### config.mk
export PLATFORM = sky130hd
export DESIGN_NAME = spi_cmd_slave_flat
export DESIGN_NICKNAME = d
export VERILOG_FILES = /design/src/rtl/spi_cmd_slave_if.sv /design/src/rtl/spi_cmd_slave.sv /design/src/flat_wrapper.sv
export SDC_FILE = /design/constraint.sdc
export NUM_CORES = 1
export LEC_CHECK = 0
export ABC_AREA = 0
export CAP_MARGIN = 20
export CELL_PAD_IN_SITES_DETAIL_PLACEMENT = 2
export CELL_PAD_IN_SITES_GLOBAL_PLACEMENT = 2
export CORE_MARGIN = 1.5
export CORE_UTILIZATION = 32
export DETAILED_ROUTE_END_ITERATION = 8
export GPL_TIMING_DRIVEN = 0
export PLACE_DENSITY = 0.9
export SETUP_SLACK_MARGIN = 0.1
export SYNTH_ARGS = -nofsm -noshare
export SYNTH_HDL_FRONTEND = slang
export SYNTH_SLANG_ARGS = --single-unit
### constraint.sdc
create_clock -name clk -period 2.3 [get_ports clk]
set_input_delay 0.69 -clock clk [delete_from_list [all_inputs] [get_ports clk]]
set_output_delay 0.69 -clock clk [all_outputs]
set_load 0.01 [all_outputs]
### src/rtl/spi_cmd_slave_if.sv
// spi_cmd_slave_if: SPI pins plus register-file and memory-read bus of the
// SPI command slave. The slave modport is the engine side; the master modport
// is the pad/register-file/memory side.
interface spi_cmd_slave_if;
  logic       ss_i;
  logic       sck_i;
  logic       mosi_i;
  logic       miso_o;
  logic       miso_oe_o;
  logic [6:0] reg_addr;
  logic [7:0] reg_data_o;
  logic [7:0] reg_data_i;
  logic       reg_rd;
  logic       reg_wr;
  logic       mem_rd_ena;
  logic [7:0] mem_data_out;
  logic       mem_ena_out;
  logic [2:0] block_size_o;
  logic [1:0] rs_mode_o;
  logic       underrun_o;

  modport slave (
    input  ss_i, sck_i, mosi_i, reg_data_i, mem_data_out, mem_ena_out,
    output miso_o, miso_oe_o, reg_addr, reg_data_o, reg_rd, reg_wr,
           mem_rd_ena, block_size_o, rs_mode_o, underrun_o
  );

  modport master (
    output ss_i, sck_i, mosi_i, reg_data_i, mem_data_out, mem_ena_out,
    input  miso_o, miso_oe_o, reg_addr, reg_data_o, reg_rd, reg_wr,
           mem_rd_ena, block_size_o, rs_mode_o, underrun_o
  );
endinterface

### src/rtl/spi_cmd_slave.sv
// spi_cmd_slave: SPI mode-0 slave command engine, fully oversampled in clk.
// Command 0x74 = single register read/write, 0x75 = mass memory read with a
// small prefetch buffer. The mass-read path (0x75 decode, prefetch buffer,
// underrun flag, block_size/rs_mode capture) exists only when the macro
// SPI_CMD_MASS_EN is defined; otherwise 0x75 is an unknown command and the
// memory-side outputs are tied low.
module spi_cmd_slave #(
  parameter int SYNC_STAGES = 2,
  parameter int PF_DEPTH    = 2
) (
  input  logic           clk,
  input  logic           reset_n,
  spi_cmd_slave_if.slave bus
);

  typedef enum logic [3:0] {
    S_IDLE, S_CMD, S_ADDR, S_WDATA, S_RDUMMY, S_RDATA,
    S_MCFG, S_MDUMMY, S_MSTREAM, S_DISCARD
  } state_t;

  // ---------------------------------------------------------------- sync
  logic [SYNC_STAGES-1:0] r_ss_sync;
  logic [SYNC_STAGES-1:0] r_sck_sync;
  logic [SYNC_STAGES-1:0] r_mosi_sync;
  logic                   r_sck_d;
  logic                   w_ss;
  logic                   w_sck;
  logic                   w_mosi;
  logic                   w_sck_rise;
  logic                   w_sck_fall;

  // Bring the SPI pins into clk; SS idles high so reset parks it deselected.
  always_ff @(posedge clk) begin
    if (!reset_n) begin
      r_ss_sync   <= '1;
      r_sck_sync  <= '0;
      r_mosi_sync <= '0;
      r_sck_d     <= 1'b0;
    end else begin
      r_ss_sync   <= {r_ss_sync[SYNC_STAGES-2:0], bus.ss_i};
      r_sck_sync  <= {r_sck_sync[SYNC_STAGES-2:0], bus.sck_i};
      r_mosi_sync <= {r_mosi_sync[SYNC_STAGES-2:0], bus.mosi_i};
      r_sck_d     <= r_sck_sync[SYNC_STAGES-1];
    end
  end

  assign w_ss       = r_ss_sync[SYNC_STAGES-1];
  assign w_sck      = r_sck_sync[SYNC_STAGES-1];
  assign w_mosi     = r_mosi_sync[SYNC_STAGES-1];
  assign w_sck_rise = w_sck & ~r_sck_d;
  assign w_sck_fall = ~w_sck & r_sck_d;

  // ------------------------------------------------------ shared FSM state
  state_t     r_state;
  logic [2:0] r_bit_cnt;
  logic [6:0] r_shift;
  logic [7:0] r_tx;
  logic [7:0] r_rd_data;
  logic       r_cap_pend;
  logic [6:0] r_reg_addr;
  logic [7:0] r_reg_data;
  logic       r_reg_rd;
  logic       r_reg_wr;
  logic       r_miso;
  logic       r_miso_oe;
  logic [7:0] w_byte;
  logic       w_byte_done;
  logic [7:0] w_load_byte;

  // The byte being completed includes the bit sampled on this rise.
  assign w_byte      = {r_shift, w_mosi};
  assign w_byte_done = w_sck_rise && (r_bit_cnt == 3'd7);

`ifdef SPI_CMD_MASS_EN
  // -------------------------------------------------- mass-read prefetch
  localparam int PW = $clog2(PF_DEPTH);

  logic [7:0]    r_pf_mem [PF_DEPTH];
  logic [PW-1:0] r_wr_ptr;
  logic [PW-1:0] r_rd_ptr;
  logic [PW:0]   r_count;
  logic          r_pf_en;
  logic          r_pend;
  logic          r_mem_rd;
  logic          r_underrun;
  logic [2:0]    r_block_size;
  logic [1:0]    r_rs_mode;
  logic          w_empty;
  logic          w_full;
  logic          w_mcfg_done;
  logic          w_req;
  logic          w_push;
  logic          w_pop;
  logic          w_pop_hit;
  logic [7:0]    w_pop_data;

  assign w_empty     = (r_count == '0);
  assign w_full      = (r_count == (PW+1)'(PF_DEPTH));
  assign w_mcfg_done = !w_ss && (r_state == S_MCFG) && w_byte_done;
  // Requesting on the MCFG completion itself gives the 1-clk first request.
  assign w_req       = !w_ss && (r_pf_en || w_mcfg_done) && !w_full && !r_pend;
  // Responses only count while a request is ours; stale ones after an abort drop.
  assign w_push      = r_pend && bus.mem_ena_out;
  assign w_pop       = !w_ss && (r_state == S_MSTREAM) && w_sck_fall && (r_bit_cnt == 3'd0);
  assign w_pop_hit   = w_pop && !w_empty;
  assign w_pop_data  = w_empty ? 8'h00 : r_pf_mem[r_rd_ptr];

  // Prefetch storage; contents need no reset since r_count gates every read.
  always_ff @(posedge clk) begin
    if (w_push && !w_ss) r_pf_mem[r_wr_ptr] <= bus.mem_data_out;
  end

  // Prefetch control: single outstanding request, flush on deselect.
  always_ff @(posedge clk) begin
    if (!reset_n) begin
      r_wr_ptr     <= '0;
      r_rd_ptr     <= '0;
      r_count      <= '0;
      r_pf_en      <= 1'b0;
      r_pend       <= 1'b0;
      r_mem_rd     <= 1'b0;
      r_underrun   <= 1'b0;
      r_block_size <= '0;
      r_rs_mode    <= '0;
    end else if (w_ss) begin
      r_wr_ptr <= '0;
      r_rd_ptr <= '0;
      r_count  <= '0;
      r_pf_en  <= 1'b0;
      r_pend   <= 1'b0;
      r_mem_rd <= 1'b0;
    end else begin
      r_mem_rd <= w_req;
      if (w_req)       r_pend <= 1'b1;
      else if (w_push) r_pend <= 1'b0;
      if (w_mcfg_done) begin
        r_pf_en      <= 1'b1;
        r_block_size <= w_byte[6:4];
        r_rs_mode    <= w_byte[3:2];
      end
      // First selected cycle of a frame clears the sticky flag.
      if (r_state == S_IDLE) r_underrun <= 1'b0;
      if (w_pop && w_empty)  r_underrun <= 1'b1;
      if (w_push)    r_wr_ptr <= r_wr_ptr + 1'b1;
      if (w_pop_hit) r_rd_ptr <= r_rd_ptr + 1'b1;
      case ({w_push, w_pop_hit})
        2'b10:   r_count <= r_count + 1'b1;
        2'b01:   r_count <= r_count - 1'b1;
        default: ;
      endcase
    end
  end

  assign bus.mem_rd_ena   = r_mem_rd;
  assign bus.underrun_o   = r_underrun;
  assign bus.block_size_o = r_block_size;
  assign bus.rs_mode_o    = r_rs_mode;
  assign w_load_byte      = (r_state == S_MSTREAM) ? w_pop_data : r_rd_data;
`else
  logic w_unused_mem;
  assign w_unused_mem     = ^{bus.mem_data_out, bus.mem_ena_out, PF_DEPTH[0]};
  assign bus.mem_rd_ena   = 1'b0;
  assign bus.underrun_o   = 1'b0;
  assign bus.block_size_o = '0;
  assign bus.rs_mode_o    = '0;
  assign w_load_byte      = r_rd_data;
`endif

  // Command FSM: shift on rises, decode at byte boundaries, drive MISO on falls.
  always_ff @(posedge clk) begin
    if (!reset_n) begin
      r_state    <= S_IDLE;
      r_bit_cnt  <= '0;
      r_shift    <= '0;
      r_tx       <= '0;
      r_rd_data  <= '0;
      r_cap_pend <= 1'b0;
      r_reg_addr <= '0;
      r_reg_data <= '0;
      r_reg_rd   <= 1'b0;
      r_reg_wr   <= 1'b0;
      r_miso     <= 1'b0;
      r_miso_oe  <= 1'b0;
    end else begin
      r_reg_rd   <= 1'b0;
      r_reg_wr   <= 1'b0;
      // Register file answers one clk after the strobe; grab it then.
      r_cap_pend <= r_reg_rd;
      if (r_cap_pend) r_rd_data <= bus.reg_data_i;

      if (w_ss) begin
        // Deselect beats any byte completing in the same clk.
        r_state   <= S_IDLE;
        r_bit_cnt <= '0;
        r_tx      <= '0;
        r_miso    <= 1'b0;
        r_miso_oe <= 1'b0;
      end else if (r_state == S_IDLE) begin
        r_state   <= S_CMD;
        r_bit_cnt <= '0;
        r_miso    <= 1'b0;
        r_miso_oe <= 1'b1;
      end else begin
        if (w_sck_rise) begin
          r_shift   <= w_byte[6:0];
          r_bit_cnt <= r_bit_cnt + 3'd1;
        end

        if (w_byte_done) begin
          case (r_state)
            S_CMD: begin
              if (w_byte == 8'h74)      r_state <= S_ADDR;
`ifdef SPI_CMD_MASS_EN
              else if (w_byte == 8'h75) r_state <= S_MCFG;
`endif
              else                      r_state <= S_DISCARD;
            end
            S_ADDR: begin
              r_reg_addr <= w_byte[6:0];
              if (w_byte[7]) r_state <= S_WDATA;
              else begin
                r_reg_rd <= 1'b1;
                r_state  <= S_RDUMMY;
              end
            end
            S_WDATA: begin
              r_reg_data <= w_byte;
              r_reg_wr   <= 1'b1;
              r_state    <= S_DISCARD;
            end
            S_RDUMMY: r_state <= S_RDATA;
            S_RDATA:  r_state <= S_DISCARD;
`ifdef SPI_CMD_MASS_EN
            S_MCFG:   r_state <= S_MDUMMY;
            S_MDUMMY: r_state <= S_MSTREAM;
`endif
            default: ;
          endcase
        end

        if (w_sck_fall) begin
          case (r_state)
            // The fall at bit 0 starts a byte: load a fresh one, else shift.
            S_RDATA, S_MSTREAM: begin
              if (r_bit_cnt == 3'd0) begin
                r_miso <= w_load_byte[7];
                r_tx   <= {w_load_byte[6:0], 1'b0};
              end else begin
                r_miso <= r_tx[7];
                r_tx   <= {r_tx[6:0], 1'b0};
              end
            end
            default: r_miso <= 1'b0;
          endcase
        end
      end
    end
  end

  assign bus.miso_o     = r_miso;
  assign bus.miso_oe_o  = r_miso_oe;
  assign bus.reg_addr   = r_reg_addr;
  assign bus.reg_data_o = r_reg_data;
  assign bus.reg_rd     = r_reg_rd;
  assign bus.reg_wr     = r_reg_wr;

endmodule
### src/flat_wrapper.sv
// flat-port wrapper written by rule: the top's interface ports become plain ports
module spi_cmd_slave_flat 
#(
  parameter int SYNC_STAGES = 2,
  parameter int PF_DEPTH    = 2
)
  (clk, reset_n, bus_ss_i, bus_sck_i, bus_mosi_i, bus_reg_data_i, bus_mem_data_out, bus_mem_ena_out, bus_miso_o, bus_miso_oe_o, bus_reg_addr, bus_reg_data_o, bus_reg_rd, bus_reg_wr, bus_mem_rd_ena, bus_block_size_o, bus_rs_mode_o, bus_underrun_o);
  spi_cmd_slave_if bus_i ();
  input  logic clk;
  input  logic reset_n;
  input wire logic [$bits(bus_i.ss_i)-1:0] bus_ss_i;
  input wire logic [$bits(bus_i.sck_i)-1:0] bus_sck_i;
  input wire logic [$bits(bus_i.mosi_i)-1:0] bus_mosi_i;
  input wire logic [$bits(bus_i.reg_data_i)-1:0] bus_reg_data_i;
  input wire logic [$bits(bus_i.mem_data_out)-1:0] bus_mem_data_out;
  input wire logic [$bits(bus_i.mem_ena_out)-1:0] bus_mem_ena_out;
  output wire logic [$bits(bus_i.miso_o)-1:0] bus_miso_o;
  output wire logic [$bits(bus_i.miso_oe_o)-1:0] bus_miso_oe_o;
  output wire logic [$bits(bus_i.reg_addr)-1:0] bus_reg_addr;
  output wire logic [$bits(bus_i.reg_data_o)-1:0] bus_reg_data_o;
  output wire logic [$bits(bus_i.reg_rd)-1:0] bus_reg_rd;
  output wire logic [$bits(bus_i.reg_wr)-1:0] bus_reg_wr;
  output wire logic [$bits(bus_i.mem_rd_ena)-1:0] bus_mem_rd_ena;
  output wire logic [$bits(bus_i.block_size_o)-1:0] bus_block_size_o;
  output wire logic [$bits(bus_i.rs_mode_o)-1:0] bus_rs_mode_o;
  output wire logic [$bits(bus_i.underrun_o)-1:0] bus_underrun_o;
  assign bus_i.ss_i = bus_ss_i;
  assign bus_i.sck_i = bus_sck_i;
  assign bus_i.mosi_i = bus_mosi_i;
  assign bus_i.reg_data_i = bus_reg_data_i;
  assign bus_i.mem_data_out = bus_mem_data_out;
  assign bus_i.mem_ena_out = bus_mem_ena_out;
  assign bus_miso_o = bus_i.miso_o;
  assign bus_miso_oe_o = bus_i.miso_oe_o;
  assign bus_reg_addr = bus_i.reg_addr;
  assign bus_reg_data_o = bus_i.reg_data_o;
  assign bus_reg_rd = bus_i.reg_rd;
  assign bus_reg_wr = bus_i.reg_wr;
  assign bus_mem_rd_ena = bus_i.mem_rd_ena;
  assign bus_block_size_o = bus_i.block_size_o;
  assign bus_rs_mode_o = bus_i.rs_mode_o;
  assign bus_underrun_o = bus_i.underrun_o;
  spi_cmd_slave #(.SYNC_STAGES(SYNC_STAGES), .PF_DEPTH(PF_DEPTH)) u_core (.clk(clk), .reset_n(reset_n), .bus(bus_i));
endmodule
# After elaboration in Yosys (flattened, before gate mapping)
# Cells that the tools add are included.
[totals]
regBits = 57
inputBits = 22
output_inout_bits = 26
elab_cells = 63
[op_classes]
bitwise_logic = 9
eq_ne = 8
n_reduce_logical = 18
addsub = 1
muxes = 10
[op_table]
columns = ["op", "count"]
rows = [
  ["$pmux W4 S4", 1],
  ["$eq A4 B2 Y1 const B", 2],
  ["$eq A4 B3 Y1 const B", 2],
  ["$eq A8 B7 Y1 const B", 1],
  ["$mux W8", 1],
  ["$reduce_and A4 Y1", 2],
  ["$not A1 Y1", 7],
  ["$mux W1", 6],
  ["$reduce_and A3 Y1", 2],
  ["$reduce_or A2 Y1", 3],
  ["$reduce_bool A5 Y1", 1],
  ["$reduce_or A5 Y1", 1],
  ["$eq A4 B1 Y1 const B", 1],
  ["$eq A4 B4 Y1 const B", 1],
  ["$logic_not A4 Y1", 1],
  ["$mux W4", 1],
  ["$reduce_and A2 Y1", 2],
  ["$reduce_bool A4 Y1", 1],
  ["$reduce_or A4 Y1", 1],
  ["$add A3 B1 Y3 const B", 1],
  ["$eq A3 B3 Y1 const B", 1],
  ["$logic_not A3 Y1", 1],
  ["$mux W3", 1],
  ["$reduce_or A3 Y1", 1],
  ["3 further kinds", 4],
]

# Depth between registers and ports, before layout
[depth]
word_depth = 5
mapped_depth = 7
ltp_nobuf = 6

# Worst setup path before layout
# Ideal clock, no wire load.
[synth_path]
kind = "register to register"
start = "register u_core.r_bit_cnt[0]"
end = "register u_core.r_reg_data[0], in the netlist u_core.bus.reg_data_o[0]"
synth_period_minus_slack_ns = 1.721
stages_incl_launch_ff = 8
setup_time_ns = 0.116
setup_slack_ns = 0.579
path_buffers = 1
t_arrival_ns = 1.605
t_required_ns = 2.184
path_cell_list = "dfxtp_1 -> ha_1 -> ha_1 -> nand3b_1 -> or3b_2 -> buf_2 -> mux2i_1 -> nor2b_1"
[synth_via]
elab_chain_len = 3
[synth_lines]
columns = ["item", "line", "text"]
rows = [
  ["start: declaration", "spi_cmd_slave.sv:55", "logic [2:0] r_bit_cnt;"],
  ["start signal: assignment", "spi_cmd_slave.sv:206", "r_bit_cnt <= r_bit_cnt + 3'd1;"],
  ["$eq A3 B3 Y1", "spi_cmd_slave.sv:72", "assign w_byte_done = w_sck_rise && (r_bit_cnt == 3'd7);"],
  ["$logic_and A1 B1 Y1", "spi_cmd_slave.sv:72", ""],
  ["$reduce_and A4 Y1 (no line)", "n/a", ""],
  ["end signal: assignment", "spi_cmd_slave.sv:227", "r_reg_data <= w_byte;"],
  ["end: declaration", "spi_cmd_slave.sv:61", "logic [7:0] r_reg_data;"],
]
# No other way between the ends.
# A chain may end at the register's enable or synchronous reset.

# Worst setup path after layout
[layout_path]
start = "input port reset_n"
end = "register u_core.r_reg_data[2], in the netlist u_core.bus.reg_data_o[2]"
[layout_rtl]
columns = ["item", "line", "text"]
rows = [
  ["start: declaration", "flat_wrapper.sv:10", "input logic reset_n;"],
]
# No word-level cell between the ends.

==> reports/results.tsv <==
metric	value	unit
status	complete, no violations	
reg2reg_from	u_core.r_bit_cnt[0]	
grt_pass1_wl	10700	µm
stdcell_area	3000	µm²
yosys.area_share.simple	21.7	%
clock_path_buffers	2	
grt_max_degree	17	
power.switching	370	µW
r2r_cells	7	
die_y	89.9	µm
clock-sinks	56	
crit_chain	clkdlybuf4s50_1 > clkbuf_1 > clkbuf_1 > nor2b_1	
async_flop_share	0	%
final_core_util	41.1	%
synth_cell_type_count	45	
synthesis.instances	237	
start_util	33.2	%
p_int	1340	µW
synthTopCellsByCount	dfxtp_1, mux2i_1, nor2b_1	
clock-root-buffer	clkbuf_8	
postCtsResizedCells	0	
hp-class	flop to flop	
grt_overflow_total	0	
start_kind	input pin	
routed_via_density	4.81	
yosysWarnings	0	
critPathCapture	u_core.bus.reg_data_o[2]	
synth_compound_area_share	7.56	%
cp_max_fo	10	
yosys.area.top_type	dfxtp_1	
drv_slew	0	
cts_tree	built	
r2r_end	u_core.bus.reg_data_o[4]	
fin_skew	0.00812	ns
drive_gt1_share	12.0	%
path_clk_slew	0.10	ns
powerDensity	571	nW/µm²
dieArea	8080	µm²
globalplace.congestion	0.798	
ant_nets	0	
netlist_top_cells_area	dfxtp_1, mux2i_1, nor2b_1	
worstSetupPathType	input pin to flop	
pin_count	48	
required	2.56	ns
cap_violations	0	
rsz0062_at_grt	no	
cts_buffers	5	
synth_mux_area_share	15.8	%
period_share	89.8	%
post-route-drc-count	0	
rows	31	
synth_area	2420	µm²
layout.nets	308	
coreArea	7290	µm²
pwr-share-clk	38.5	%
wl_per_cell	17.0	µm
dp_hpwl	4540	µm
endpoint_kind	flop	
fin_tns_setup	0	ns
synth_top_family_by_area	simple AND/OR/NAND/NOR gates	
yosysSeqAreaShare	46.4	%
vias	1843	
syn_avg_cell_area	10.2	µm²
grt_pass1_vias	2118	
fmaxAchievable	0.484	GHz
ir_drop	0.308	mV
synth.most_common_cell	dfxtp_1	
diodes	0	
comb_power_share	4.3	%
n_fill_cell	843	
seq_power_share	57.2	%
reg2reg_slack	0.27	ns
placed_area	2870	µm²
ys_ff_latch	56	
synthFlopType	dfxtp_1	
crit_top_cell	clkbuf_1	
routed_wl	6520	µm
drt_pass1_iterations	4	
synth_top_area_share	46.4	%
area_delta_synth_final	24.0	%
relSlewSlack	56.6	%
synth_edf_count	0	
cp-startpoint	reset_n	
tightest_slew	0.645	ns
synthAdderAreaFrac	1.55	%
io_buffers	31	
power_leakage	0.00120	µW
switching_share	21.6	%
setup_violations	0	
hold_violations	0	
crit_slowest_cell	clkdlybuf4s50_1	
layout_min_cycle_time	2.07	ns
total_power	1710	µW
grt_antenna_before_repair	0	
synthXorXnorAreaFrac	0.725	%
drt_iter0_drc	49	
grt_util_all_layers	16.6	%
die_w	89.9	µm
max_stage_delay	0.60	ns
clk_latency	0.32	ns
arrival	2.32	ns
htreeDepth	2	
## how the worst min path moves through the flow
stage	cells after the start	startpoint	to
floorplan	1	u_core.r_ss_sync[0]	u_core.r_ss_sync[1]
global placement	1	u_core.r_ss_sync[0]	u_core.r_ss_sync[1]
detailed placement	1	u_core.r_ss_sync[0]	u_core.r_ss_sync[1]
CTS	1	u_core.r_sck_sync[0]	u_core.r_sck_sync[1]
global route	1	u_core.r_sck_sync[0]	u_core.r_sck_sync[1]
finish	1	u_core.r_sck_sync[0]	u_core.r_sck_sync[1]
## layout by cell type, fill, tap and decap left out, drive strengths merged, types with 2 or more instances in the layout
master / synthesis / layout
nor4: 2 / 2
nand2: 6 / 6
clkbuf: 9 / 15
and2: 7 / 7
ha: 3 / 3
nor2: 17 / 17
nor3b: 2 / 2
a211oi: 8 / 8
nand2b: 5 / 5
or2: 2 / 2
inv: 4 / 4
nor4bb: 2 / 2
conb: 1 / 7
and4bb: 2 / 2
nor2b: 32 / 32
a21oi: 6 / 6
dfxtp: 56 / 56
clkdlybuf4s50: 0 / 31
buf: 14 / 16
nand3b: 2 / 2
mux2i: 37 / 37
or3b: 3 / 3
## power groups by stage
stage	clock, µW	combinational (µW)	sequential [µW]
CTS	668	73.8	980
global route	701	78.9	981
floorplan	0	39.0	1000
finish	658	73.0	979
global placement	0	69.4	1000
detailed placement	0	72.1	1000
## final cells by class
class	instances	area, µm²	share of cell area [%]
plain buffers	23	133	4.43
repair buffers	33	325	10.9
flip-flops and latches	56	1120	37.4
inverters	4	15.0	0.501
well taps	99	124	4.13
clock inverters	2	35.0	1.17
multi-input cells	160	1170	39.1
clock buffers	6	72.6	2.42
## registers in the layout, summed over array words and instances (netlist names)
name                   flops
u_core.r_ss_sync           2
u_core.r_bit_cnt           3
u_core.bus.reg_rd          1
u_core.bus.reg_wr          1
u_core.r_state             4
u_core.r_tx                7
u_core.r_mosi_sync         2
u_core.r_sck_sync          2
u_core.bus.miso_oe_o       1
u_core.bus.miso_o          1
u_core.r_rd_data           8
u_core.r_shift             7
u_core.bus.reg_addr        7
u_core.bus.reg_data_o      8
u_core.r_cap_pend          1
u_core.r_sck_d             1
## cell families after synthesis
logic type | after synthesis
simple gates | 87
buf+inv | 27
fa+ha+maj | 3
compound gates | 23
xor+xnor | 2
mux | 38
other cells | 1
flops | 56
## metrics by stage
step,setup WS (ns),std cells,hold WS (ns)
6_report,0.234,383,0.445
3_3_place_gp,-0.0236,373,0.398
4_1_cts,0.174,381,0.448
5_1_grt,0.125,383,0.472
2_1_floorplan,0.579,243,0.386
3_5_place_dp,-0.0965,373,0.400
## critical path, delay by kind of cell
kind	cells	cell delay, ns
buffers and inverters	3	1.43
and+or+nand+nor	1	0.20
## routing by layer
metal  up-vias  part of all wire, %  GRT usage [%]
li1        881                    -              -
met2        35                   54           32.5
met4         0                  1.6           3.44
met5         -                    0              0
met1       916                   41           17.9
met3        11                  3.1           3.81
## timing repair
action / in CTS / in global routing
hold buffers: 0 / 0
setup endpoints to repair: 0 / 3
buffers inserted: 0 / 2
Note: power is estimated with default switching activity, not from simulation.
